**src/rtl/mmio_pkg.sv**
```systemverilog
// Shared definitions for memory-mapped peripherals: register offsets within
// an 8-word block and the base-address alignment check.
package mmio_pkg;

    localparam int OFF_W = 3;

    localparam logic [OFF_W-1:0] OFF_IN      = 3'd0;
    localparam logic [OFF_W-1:0] OFF_OUT     = 3'd1;
    localparam logic [OFF_W-1:0] OFF_OUT_SET = 3'd2;
    localparam logic [OFF_W-1:0] OFF_OUT_CLR = 3'd3;
    localparam logic [OFF_W-1:0] OFF_OUT_TGL = 3'd4;
    localparam logic [OFF_W-1:0] OFF_EDGE    = 3'd5;
    localparam logic [OFF_W-1:0] OFF_EDGE_EN = 3'd6;

    // A block base must sit on an 8-word boundary so the low offset bits are free.
    function automatic bit base_aligned(input longint unsigned base);
        return (base % 64'd8) == 64'd0;
    endfunction

endpackage

```
**src/rtl/gpio_debounce.sv**
```systemverilog
// One input channel: two-flop synchroniser, stability-count debouncer and a
// single-cycle pulse on the edge where the debounced value rises.
module gpio_debounce #(
    parameter int DEBOUNCE_CYCLES = 4
) (
    input  logic clock,
    input  logic reset,
    input  logic raw,
    output logic deb,
    output logic rise
);

    logic sync1_reg;
    logic sync2_reg;
    logic deb_reg;
    logic load;

    // Bring the asynchronous input into the clock domain.
    always_ff @(posedge clock) begin
        if (reset) begin
            sync1_reg <= 1'b0;
            sync2_reg <= 1'b0;
        end else begin
            sync1_reg <= raw;
            sync2_reg <= sync1_reg;
        end
    end

    generate
        if (DEBOUNCE_CYCLES == 0) begin : g_bypass
            // No filtering: follow the synchronised input every cycle.
            assign load = (sync2_reg != deb_reg);
        end else begin : g_count
            localparam int CNT_W = $clog2(DEBOUNCE_CYCLES + 1);
            localparam logic [CNT_W-1:0] CNT_LAST = CNT_W'(DEBOUNCE_CYCLES - 1);

            logic [CNT_W-1:0] cnt_reg;

            assign load = (sync2_reg != deb_reg) && (cnt_reg == CNT_LAST);

            // Count consecutive mismatch cycles; any agreement restarts the count.
            always_ff @(posedge clock) begin
                if (reset) begin
                    cnt_reg <= '0;
                end else if ((sync2_reg != deb_reg) && !load) begin
                    cnt_reg <= cnt_reg + CNT_W'(1);
                end else begin
                    cnt_reg <= '0;
                end
            end
        end
    endgenerate

    // Commit the new level once the input has been stable long enough.
    always_ff @(posedge clock) begin
        if (reset) begin
            deb_reg <= 1'b0;
        end else if (load) begin
            deb_reg <= sync2_reg;
        end
    end

    // A load always flips deb, so a load of 1 is exactly a 0->1 transition.
    assign rise = load & sync2_reg;
    assign deb  = deb_reg;

endmodule

```
**src/rtl/mmio_gpio_ctrl.sv**
```systemverilog
// Memory-mapped GPIO block: debounced inputs with sticky rising-edge flags and
// interrupt, plus an output register with atomic set/clear/toggle writes.
module mmio_gpio_ctrl
    import mmio_pkg::*;
#(
    parameter int                N_IN            = 4,
    parameter int                N_OUT           = 4,
    parameter int                DATA_W          = 32,
    parameter int                ADDR_W          = 16,
    parameter logic [ADDR_W-1:0] BASE_ADDR       = 16'hFFF8,
    parameter int                DEBOUNCE_CYCLES = 4,
    parameter logic [N_OUT-1:0]  OUT_RESET       = '0
) (
    input  logic              clock,
    input  logic              reset,
    input  logic [ADDR_W-1:0] address,
    input  logic [DATA_W-1:0] data_in,
    input  logic              we,
    output logic [DATA_W-1:0] data_out,
    output logic              sel,
    input  logic [N_IN-1:0]   io_in,
    output logic [N_OUT-1:0]  io_out,
    output logic              irq
);

    // A misaligned base would alias offsets, so such a block never decodes.
    localparam bit BASE_OK = base_aligned(longint'(BASE_ADDR));

    logic [N_IN-1:0]   deb_vec;
    logic [N_IN-1:0]   rise_vec;
    logic [N_OUT-1:0]  out_reg, out_next;
    logic [N_IN-1:0]   edge_flags_reg, edge_flags_next;
    logic [N_IN-1:0]   edge_en_reg, edge_en_next;
    logic [DATA_W-1:0] data_out_reg, rd_data_next;
    logic              sel_reg;
    logic              hit;
    logic              wr;
    logic [OFF_W-1:0]  offset;
    logic [N_IN-1:0]   w1c_mask;
    logic              unused_data;

    // Only the low channel bits of write data are meaningful.
    assign unused_data = ^data_in;

    genvar gi;
    generate
        for (gi = 0; gi < N_IN; gi++) begin : g_in
            gpio_debounce #(
                .DEBOUNCE_CYCLES(DEBOUNCE_CYCLES)
            ) u_deb (
                .clock (clock),
                .reset (reset),
                .raw   (io_in[gi]),
                .deb   (deb_vec[gi]),
                .rise  (rise_vec[gi])
            );
        end
    endgenerate

    assign hit    = BASE_OK && (address[ADDR_W-1:OFF_W] == BASE_ADDR[ADDR_W-1:OFF_W]);
    assign wr     = hit & we;
    assign offset = address[OFF_W-1:0];

    // Next-state of the writable registers; a new rise beats a same-cycle W1C.
    always_comb begin
        out_next     = out_reg;
        edge_en_next = edge_en_reg;
        w1c_mask     = '0;
        if (wr) begin
            case (offset)
                OFF_OUT:     out_next     = data_in[N_OUT-1:0];
                OFF_OUT_SET: out_next     = out_reg | data_in[N_OUT-1:0];
                OFF_OUT_CLR: out_next     = out_reg & ~data_in[N_OUT-1:0];
                OFF_OUT_TGL: out_next     = out_reg ^ data_in[N_OUT-1:0];
                OFF_EDGE:    w1c_mask     = data_in[N_IN-1:0];
                OFF_EDGE_EN: edge_en_next = data_in[N_IN-1:0];
                default:     ;
            endcase
        end
        edge_flags_next = (edge_flags_reg & ~w1c_mask) | rise_vec;
    end

    // Read mux over the pre-write register values; write-only and reserved read 0.
    always_comb begin
        rd_data_next = '0;
        if (hit) begin
            case (offset)
                OFF_IN:      rd_data_next[N_IN-1:0]  = deb_vec;
                OFF_OUT:     rd_data_next[N_OUT-1:0] = out_reg;
                OFF_EDGE:    rd_data_next[N_IN-1:0]  = edge_flags_reg;
                OFF_EDGE_EN: rd_data_next[N_IN-1:0]  = edge_en_reg;
                default:     ;
            endcase
        end
    end

    // Register file and registered bus response.
    always_ff @(posedge clock) begin
        if (reset) begin
            out_reg        <= OUT_RESET;
            edge_flags_reg <= '0;
            edge_en_reg    <= '0;
            data_out_reg   <= '0;
            sel_reg        <= 1'b0;
        end else begin
            out_reg        <= out_next;
            edge_flags_reg <= edge_flags_next;
            edge_en_reg    <= edge_en_next;
            data_out_reg   <= rd_data_next;
            sel_reg        <= hit;
        end
    end

    assign data_out = data_out_reg;
    assign sel      = sel_reg;
    assign io_out   = out_reg;
    assign irq      = |(edge_flags_reg & edge_en_reg);

endmodule
```
**config.mk**
```make
export PLATFORM = sky130hd
export DESIGN_NAME = mmio_gpio_ctrl
export DESIGN_NICKNAME = d
export VERILOG_FILES = /design/src/rtl/mmio_pkg.sv /design/src/rtl/gpio_debounce.sv /design/src/rtl/mmio_gpio_ctrl.sv
export SDC_FILE = /design/constraint.sdc
export NUM_CORES = 1
export LEC_CHECK = 0
export CORE_UTILIZATION = 38
export DETAILED_ROUTE_END_ITERATION = 6
export PLACE_DENSITY_LB_ADDON = 0.3
export SLEW_MARGIN = 20
export SYNTH_ARGS = -nofsm -noshare
export SYNTH_HDL_FRONTEND = slang
export SYNTH_SLANG_ARGS = --single-unit
```
**constraint.sdc**
```tcl
create_clock -name clock -period 1.8 [get_ports clock]
set_clock_uncertainty 0.05 [all_clocks]
set_input_delay 0.45 -clock clock [delete_from_list [all_inputs] [get_ports clock]]
set_output_delay 0.45 -clock clock [all_outputs]
set_load 0.02 [all_outputs]
```
==> Word-level counts from Yosys, hierarchy flattened <==
Cells that the tools add are included.
{ "classes": {"order_cmp": 0, "n_div": 0, "eq_ne": 15, "addsub": 4, "n_mul": 0, "bitwise_logic": 18, "muxes": 4, "shift": 0, "reduce_logical": 22} }
{ "op_table": {"columns": ["cell", "count"], "rows": [
  ["$pmux 4 s4", 2],
  ["$eq 3x2->1 const B", 6],
  ["$eq 13x13->1 const B", 1],
  ["$add 3x1->3 const B", 4],
  ["$and 4x4->4", 3],
  ["$reduce_or 2->1", 5],
  ["$eq 3x3->1 const B", 3],
  ["$logic_and 1x1->1", 8],
  ["$mux 4", 2],
  ["$not 4->4", 2],
  ["$or 4x4->4", 2],
  ["$and 1x1->1", 5],
  ["$not 1->1", 5],
  ["$logic_not 1->1", 4],
  ["$ne 1x1->1", 4],
  ["$reduce_and 2->1", 2],
  ["$reduce_bool 4->1", 1],
  ["$reduce_or 4->1", 1],
  ["$xor 4x4->4", 1],
  ["$eq 3x1->1 const B", 1],
  ["$logic_not 3->1", 1]
]} }
{ "word_totals": {"rom_bits": 0, "out_inout_bits": 38, "reg_bits": 69, "mem_bits_rw": 0, "latch_bits": 0, "memories": 0, "inputBits": 55} }

==> Longest topological paths before layout <==
Gate-level depths: netlist (run 1).
{ "depth": {"word_depth": 6, "depth_mapped": 6, "ltp_nobuf": 6} }

==> Hierarchy <==
From an unflattened synthesis (run 1), not the netlist that was laid out.
{ "hier_totals": {"cells_unflattened": 245, "area_unflattened_um2": 2212.1} }
{ "by_module_without_submodules": {"columns": ["module", "cells_per_inst", "instances", "seq_area_each_um2", "area_per_inst_um2"], "rows": [
  ["mmio_gpio_ctrl", 169, 1, 340.3, 1346.3],
  ["gpio_debounce", 19, 4, 120.1, 216.5]
]} }

==> Worst setup path after synthesis (run 1) <==
OpenSTA, ideal clock, no wires.
{ "synth_path": {"path_type": "in2reg", "start": "input address[6]", "end": "register edge_flags_reg[2]", "path_buffers": 2, "path_stages": 6, "setup_slack_ps": 27, "setup_time_ps": 132, "arrival_time_ps": 1591, "cell_sequence": "nand4_1 > or4_1 > buf_2 > clkbuf_1 > o21ai_0 > a21oi_1"} }
{ "synth_via": {"elab_chain_cells": 6} }
{ "synth_rtl": {"columns": ["element", "line", "source"], "rows": [
  ["start: declaration", "mmio_gpio_ctrl.sv:16", "input logic [ADDR_W-1:0] address,"],
  ["$eq 13x13->1", "mmio_gpio_ctrl.sv:60", "assign hit = BASE_OK && (address[ADDR_W-1:OFF_W] == BASE_ADDR[ADDR_W-1:OFF_W]);"],
  ["$and 1x1->1", "mmio_gpio_ctrl.sv:61", "assign wr = hit & we;"],
  ["$mux 4", "mmio_gpio_ctrl.sv:69", "if (wr) begin"],
  ["$not 4->4", "mmio_gpio_ctrl.sv:80", "edge_flags_next = (edge_flags_reg & ~w1c_mask) | rise_vec;"],
  ["$and 4x4->4", "mmio_gpio_ctrl.sv:80", null],
  ["$or 4x4->4", "mmio_gpio_ctrl.sv:80", null],
  ["end signal: assignment", "mmio_gpio_ctrl.sv:107", "edge_flags_reg <= edge_flags_next;"],
  ["end: declaration", "mmio_gpio_ctrl.sv:32", "logic [N_IN-1:0] edge_flags_reg, edge_flags_next;"]
]} }
Every way passes these cells.
A chain may end at the register's enable or synchronous reset.

==> Final worst setup path (run 1) <==
{ "layout_path": {"start": "input address[2]", "end": "register out_reg[0], in the netlist io_out[0]"} }
{ "layout_via": {"elab_chain_cells": 3, "word_cells_on_any_way": 7} }
{ "layout_rtl": {"columns": ["element", "line", "source"], "rows": [
  ["$eq 3x1->1 (tied with other cells)", "mmio_gpio_ctrl.sv:70", "case (offset)"],
  ["$reduce_bool 4->1 (no source line)", null, null],
  ["$reduce_and 2->1 (no source line)", null, null],
  ["end signal: assignment", "mmio_gpio_ctrl.sv:106", "out_reg <= out_next;"],
  ["end: declaration", "mmio_gpio_ctrl.sv:31", "logic [N_OUT-1:0] out_reg, out_next;"]
]} }
Parallel ways exist; a longest one is shown, timed or not.

==> results of run 1 <==
-- how the worst max path moves through the flow --
stage	end	depth (start not counted)
2_1_floorplan	edge_flags_reg[2]$_SDFF_PP0_	6
3_3_place_gp	io_out[3]$_SDFFE_PP0P_	6
3_5_place_dp	io_out[0]$_SDFFE_PP0P_	6
4_1_cts	io_out[3]$_SDFFE_PP0P_	7
5_1_grt	io_out[0]$_SDFFE_PP0P_	6
6_report	io_out[0]$_SDFFE_PP0P_	6
-- per-stage QoR --
step,TNS (ps),power (W)
after global routing,-42.3,0.00183
after CTS,0,0.00175
after floorplan,0,0.00111
final,0,0.00174
after global placement,-5620,0.00118
after detailed placement,-5720,0.00119
-- synth_stat cells (2+ instances only) --
master,count
a21oi_1,12
nor4_1,2
mux2i_1,4
nand2_1,4
a221oi_1,3
buf_2,2
a2bb2oi_1,3
a22oi_1,6
a2111o_1,3
nor2b_1,10
xnor2_1,4
nand4b_1,2
ha_1,16
or3_1,4
nand3_1,8
and2_1,4
nand3b_1,4
mux2_2,4
nor2_1,19
dfxtp_1,41
o2bb2ai_1,4
buf_4,28
o21ai_0,11
clkbuf_1,8
inv_1,20
nand4_1,3
-- kinds of logic (layout without fill, tap and decap cells) --
group / after synthesis / in the layout / share of synthesized area (%)
AND/OR/NAND/NOR: 62 / 62 / 15.6
buffers and inverters: 59 / 95 / 15.5
AO/OA/AOI/OAI: 45 / 45 / 14.4
flip-flops: 41 / 41 / 38.7
adder cells (fa/ha/maj): 16 / 16 / 9.45
multiplexers: 8 / 8 / 4.01
XOR/XNOR: 5 / 5 / 2.07
other: 1 / 28 / 0.177
-- worst register-to-register path: stages (launching register included) --
cell and delay (ps):
dfxtp_1 430, inv_1 70, ha_1 270, a221oi_1 70, a2111o_1 400, a21oi_2 130
-- metal layers --
metal | global-route usage, % | share of wire [%] | up-vias | routed length (um)
met5 | 0 | 0 | - | 0
met4 | 8.27 | 1.8 | 0 | 74
met3 | 3.93 | 6.7 | 9 | 279
met2 | 24.2 | 49 | 60 | 2040
met1 | 17.7 | 43 | 809 | 1780
li1 | - | - | 883 | -
-- cell type report --
class,count,area [um^2],share of cell area [%]
inverters,20,75.1,2.70
well taps,70,87.6,3.15
clock buffers,6,72.6,2.61
clock inverters,2,10.0,0.360
repair buffers,67,602,21.7
multi-input cells,164,1110,40.0
flip-flops and latches,41,821,29.5
-- repair_timing --
| action | 4_1_cts | 5_1_grt |
|---|---|---|
| setup buffers | 2 | 0 |
| setup endpoints to repair | 17 | 15 |
| resized for setup | 27 | 18 |
| pin swaps | 12 | 4 |
-- power groups by stage --
stage | logic (W) | clock network [W] | registers (W)
after floorplan | 0.000170 | 0 | 0.000943
after global placement | 0.000241 | 0 | 0.000944
after detailed placement | 0.000244 | 0 | 0.000944
after CTS | 0.000238 | 0.000593 | 0.000923
after global routing | 0.000263 | 0.000639 | 0.000924
final | 0.000242 | 0.000577 | 0.000923
==> flow_summary_export.csv, run 1 <==
group,metric,value,unit
worst_setup_path,crit_arrival,1930,ps
power_and_ir_drop,p_per_area,627,nW/um^2
floorplan,dieHeight,76.7,um
worst_setup_path,crit_start,"address[2]",
layout,layout-drive-gt1-share,17.7,%
layout,antenna_cells,0,
global_route,grtUsageTotal,14.9,%
min_path,hold_depth,1,
drt,dr.pass1.iters,5,
clocking,h-tree-depth,2,
yosys,synth-seq-cells,41,
layout,stdcell_count,370,
drt,wirelength,4180,um
power_and_ir_drop,combPwrFrac,13.9,%
yosys,syn_area_per_cell,8.94,um^2
worst_setup_path,cp_cell_sequence,"clkdlybuf4s50_1 -> nor2b_1 -> buf_4 -> a221oi_1 -> a2111o_1 -> a21oi_2",
placement,postPlaceCellArea,2650,um^2
worst_setup_path,cp_slowest_stage_delay,520,ps
yosys,yosys.area.top_type_share,38.7,%
drt,ant_nets,0,
floorplan,rows,26,
clocking,clock_sink_count,41,
sta,grt_setup_unrepaired,"yes",
worst_setup_path,critPathBufInv,2,
clocking,clk_pin_slew,70,ps
yosys,ys_types,34,
yosys,synth_edf_count,0,
sta,finalWorstPathRequiredPeriod,1740,ps
yosys,syn_area,2120,um^2
worst_setup_path,r2r_slack,320,ps
placement,routabilityCongestion,0.776,
placement,dp_cells,361,
sta,hold-worst-slack,369,ps
yosys,synth_flop_cell,"dfxtp_1",
placement,dpl.hpwl,3130,um
clocking,root_buffer,"clkbuf_8",
clocking,cts_hold_buf,0,
floorplan,core_area,5240,um^2
layout,layout.nets,370,
yosys,synth-seq-area-share,38.7,%
worst_setup_path,r2r_cells,5,
sta,finalHoldViolCount,0,
floorplan,start_util,40.5,%
worst_setup_path,crit_fanout,6,
worst_setup_path,reg2reg_from,"io_out[3]$_SDFFE_PP0P_",
global_route,antenna_found_initial,0,
worst_setup_path,cp_slowest_cell,"clkdlybuf4s50_1",
clocking,cts_buffer_depth,2,
yosys,netlist_instances,237,
power_and_ir_drop,p_seq_share,53.0,%
min_path,hold_end,"g_in[1].u_deb.g_count.cnt_reg[0]$_SDFF_PP0_",
worst_setup_path,end_kind,"flop",
sta,drv_slew,0,
yosys,ys.warnings.count,0,
layout,stdcell_area,2780,um^2
floorplan,die_w,76.7,um
clocking,clk_latency,300,ps
global_route,grt_max_degree,24,
layout,area_delta_synth_final,31.1,%
sta,min_period_over_period,96.5,%
layout,layout_common_cells,"41 x dfxtp_1, 29 x buf_4, 28 x conb_1",
sta,setup_violations,0,
drt,drtIter0Drc,77,
min_path,min_from,"g_in[1].u_deb.g_count.cnt_reg[0]$_SDFF_PP0_",
layout,largest_reg_flops,12,
drt,vias,1761,
layout,utilization,53.0,%
sta,clock.fmax,0.575,GHz
power_and_ir_drop,p_switching,0.000448,W
global_route,grt_pass1_vias,1615,
run_status,status,"finished clean",
yosys,synth_top_area_cell,"dfxtp_1",
drt,drcViolationCount,0,
flow_run,maxCapViolCount,0,
clocking,cts_made_buffers,5,
floorplan,io_pins,93,
placement,portBuffers,36,
worst_setup_path,cp-start-kind,"primary input",
drt,vias_per_cell,4.76,
worst_setup_path,cpLargestDelayFamily,"buffers and inverters",
yosys,synthTopCellsByArea,"dfxtp_1 39%, buf_4 9.9%, ha_1 9.4%",
min_path,hold_class,"flop to flop",
power_and_ir_drop,power_leakage,1.19,nW
floorplan,fp.dieArea,5880,um^2
global_route,grt_overflow,0,
placement,post-place-ws,-515,ps
worst_setup_path,crit_required,1990,ps
clocking,tritoncts,"yes",
global_route,grt_pass1_wl,6890,um
layout,mostFrequentLayoutCell,"dfxtp_1",
power_and_ir_drop,p_sw_share,25.7,%
drt,post_drt_wl_per_cell,11.3,um
power_and_ir_drop,peakVddDrop,0.401,mV
worst_setup_path,r2r-end,"io_out[3]$_SDFFE_PP0P_",
layout,nFillCells,513,
power_and_ir_drop,clock_power_share,33.1,%
yosys,synthArstFlopShare,0,%
sta,fin_ws,62.2,ps
power_and_ir_drop,internal_power,0.00129,W
worst_setup_path,timing_worst_setup_path_type,"primary input to flop",
Note: power is estimated with default switching activity, not from simulation.
==> run 2, diff against run 1 <==
--- a/config.mk
+++ b/config.mk
@@ -5,6 +5,7 @@
 export SDC_FILE = /design/constraint.sdc
 export NUM_CORES = 1
 export LEC_CHECK = 0
+export CAP_MARGIN = 0
 export CORE_UTILIZATION = 38
 export DETAILED_ROUTE_END_ITERATION = 6
 export PLACE_DENSITY_LB_ADDON = 0.3
==> results of run 2 <==
Same layout as run 1: the final DEF is identical, and so are final timing and power.
==> run 3, diff against run 2 <==
--- a/config.mk
+++ b/config.mk
@@ -13,3 +13,4 @@
 export SYNTH_ARGS = -nofsm -noshare
 export SYNTH_HDL_FRONTEND = slang
 export SYNTH_SLANG_ARGS = --single-unit
+export TNS_END_PERCENT = 50
==> run 3 against run 2 <==
Net effect: count of clock-buffer cells in the layout is the same; setup slack lost 2.7 ps; core utilization is the same; highest routed layer unchanged.
==> flow_summary_export.csv, run 3 (synthesis gave the netlist of run 1 again) <==
group,metric,value,unit
drt,drtIter0Drc,80,
global_route,grt_overflow,0,
clocking,root_buffer,"clkbuf_8",
worst_setup_path,crit_fanout,6,
drt,dr.pass1.iters,5,
clocking,clk_latency,300,ps
drt,ant_nets,0,
layout,stdcell_count,370,
drt,wirelength,4190,um
clocking,clk_pin_slew,70,ps
layout,antenna_cells,0,
clocking,cts_hold_buf,0,
power_and_ir_drop,peakVddDrop,0.401,mV
worst_setup_path,crit_arrival,1930,ps
sta,setup_violations,0,
layout,layout_common_cells,"41 x dfxtp_1, 29 x buf_4, 28 x conb_1",
sta,clock.fmax,0.575,GHz
flow_run,maxCapViolCount,0,
drt,drcViolationCount,0,
placement,portBuffers,36,
clocking,cts_made_buffers,5,
layout,layout-drive-gt1-share,17.7,%
worst_setup_path,end_kind,"flop",
floorplan,start_util,40.5,%
floorplan,dieHeight,76.7,um
worst_setup_path,crit_required,1990,ps
global_route,grtUsageTotal,14.9,%
placement,postPlaceCellArea,2650,um^2
layout,area_delta_synth_final,31.1,%
floorplan,die_w,76.7,um
clocking,cts_buffer_depth,2,
sta,hold-worst-slack,369,ps
power_and_ir_drop,p_per_area,628,nW/um^2
sta,finalHoldViolCount,0,
layout,layout.nets,370,
min_path,hold_class,"flop to flop",
worst_setup_path,timing_worst_setup_path_type,"primary input to flop",
drt,vias_per_cell,4.75,
floorplan,core_area,5240,um^2
sta,tns,0,ps
sta,min_period_over_period,96.7,%
layout,stdcell_area,2780,um^2
clocking,tritoncts,"yes",
clocking,h-tree-depth,2,
clocking,clock_sink_count,41,
floorplan,io_pins,93,
sta,drv_slew,0,
drt,post_drt_wl_per_cell,11.3,um
global_route,grt_pass1_wl,6900,um
global_route,antenna_found_initial,0,
layout,mostFrequentLayoutCell,"dfxtp_1",
floorplan,fp.dieArea,5880,um^2
drt,vias,1757,
global_route,grt_max_degree,24,
global_route,grt_pass1_vias,1615,
placement,routabilityCongestion,0.776,
sta,finalWorstPathRequiredPeriod,1740,ps
power_and_ir_drop,power_leakage,1.19,nW
run_status,status,"finished clean",
layout,largest_reg_flops,12,
worst_setup_path,cp-start-kind,"primary input",
placement,dpl.hpwl,3130,um
placement,dp_cells,361,
floorplan,rows,26,
sta,grt_setup_unrepaired,"yes",
==> run 3: cell counts in the layout (fill, tap and decap cells not counted) <==
No cell type changed its count.
==> run 3: critical path, cell delays in order <==
cell and delay, ps:
clkdlybuf4s50_1 520, nor2b_1 190, buf_4 180, a221oi_1 80
a2111o_1 400, a21oi_2 110
==> run 3: routing by layer <==
metal  global-route usage (%)  up-vias  wire length [um]  share of wire, %
met1                     17.7      806              1800                43
met5                        0        -                 0                 0
met3                     3.81        7               289               6.9
met2                     24.5       61              2030                48
met4                     7.88        0                61               1.5
li1                         -      883                 -                 -
==> run 3: through the flow <==
| step | worst slack, ps | utilization, % | power [W] |
|---|---|---|---|
| after floorplan | 26.6 | - | 0.00111 |
| after global placement | -493 | 50.6 | 0.00118 |
| after detailed placement | -515 | 50.6 | 0.00119 |
| after CTS | -22.8 | 52.3 | 0.00175 |
| after global routing | -23.8 | 53.0 | 0.00183 |
| final | 59.5 | 53.0 | 0.00174 |
==> run 3: report_power, final <==
group,switching [W],internal [W]
Combinational,0.000134,0.000108
Clock,0.000310,0.000268
Sequential,0.00000538,0.000917
==> run 3: what timing repair did <==
item | CTS | global route
buffers inserted | 2 | 0
pin swaps | 12 | 4
gates resized for setup | 24 | 21
endpoints found under the setup margin | 17 | 15
==> run 3: worst paths after layout <==
kind	depth (start not counted)	to	startpoint	slack [ps]
max reg2reg	5	io_out[3]$_SDFFE_PP0P_	io_out[3]$_SDFFE_PP0P_	330
max	6	io_out[0]$_SDFFE_PP0P_	address[2]	60
min reg2reg	1	g_in[1].u_deb.g_count.cnt_reg[0]$_SDFF_PP0_	g_in[1].u_deb.g_count.cnt_reg[0]$_SDFF_PP0_	370
min	1	g_in[1].u_deb.g_count.cnt_reg[0]$_SDFF_PP0_	g_in[1].u_deb.g_count.cnt_reg[0]$_SDFF_PP0_	370
==> run 3: layout make-up <==
type / instances / area [um^2]
clock buffers: 6 / 72.6
clock inverters: 2 / 10.0
fillers: 513 / 2460
inverters: 20 / 75.1
multi-input cells: 164 / 1110
flip-flops and latches: 41 / 821
well taps: 70 / 87.6
repair buffers: 67 / 602
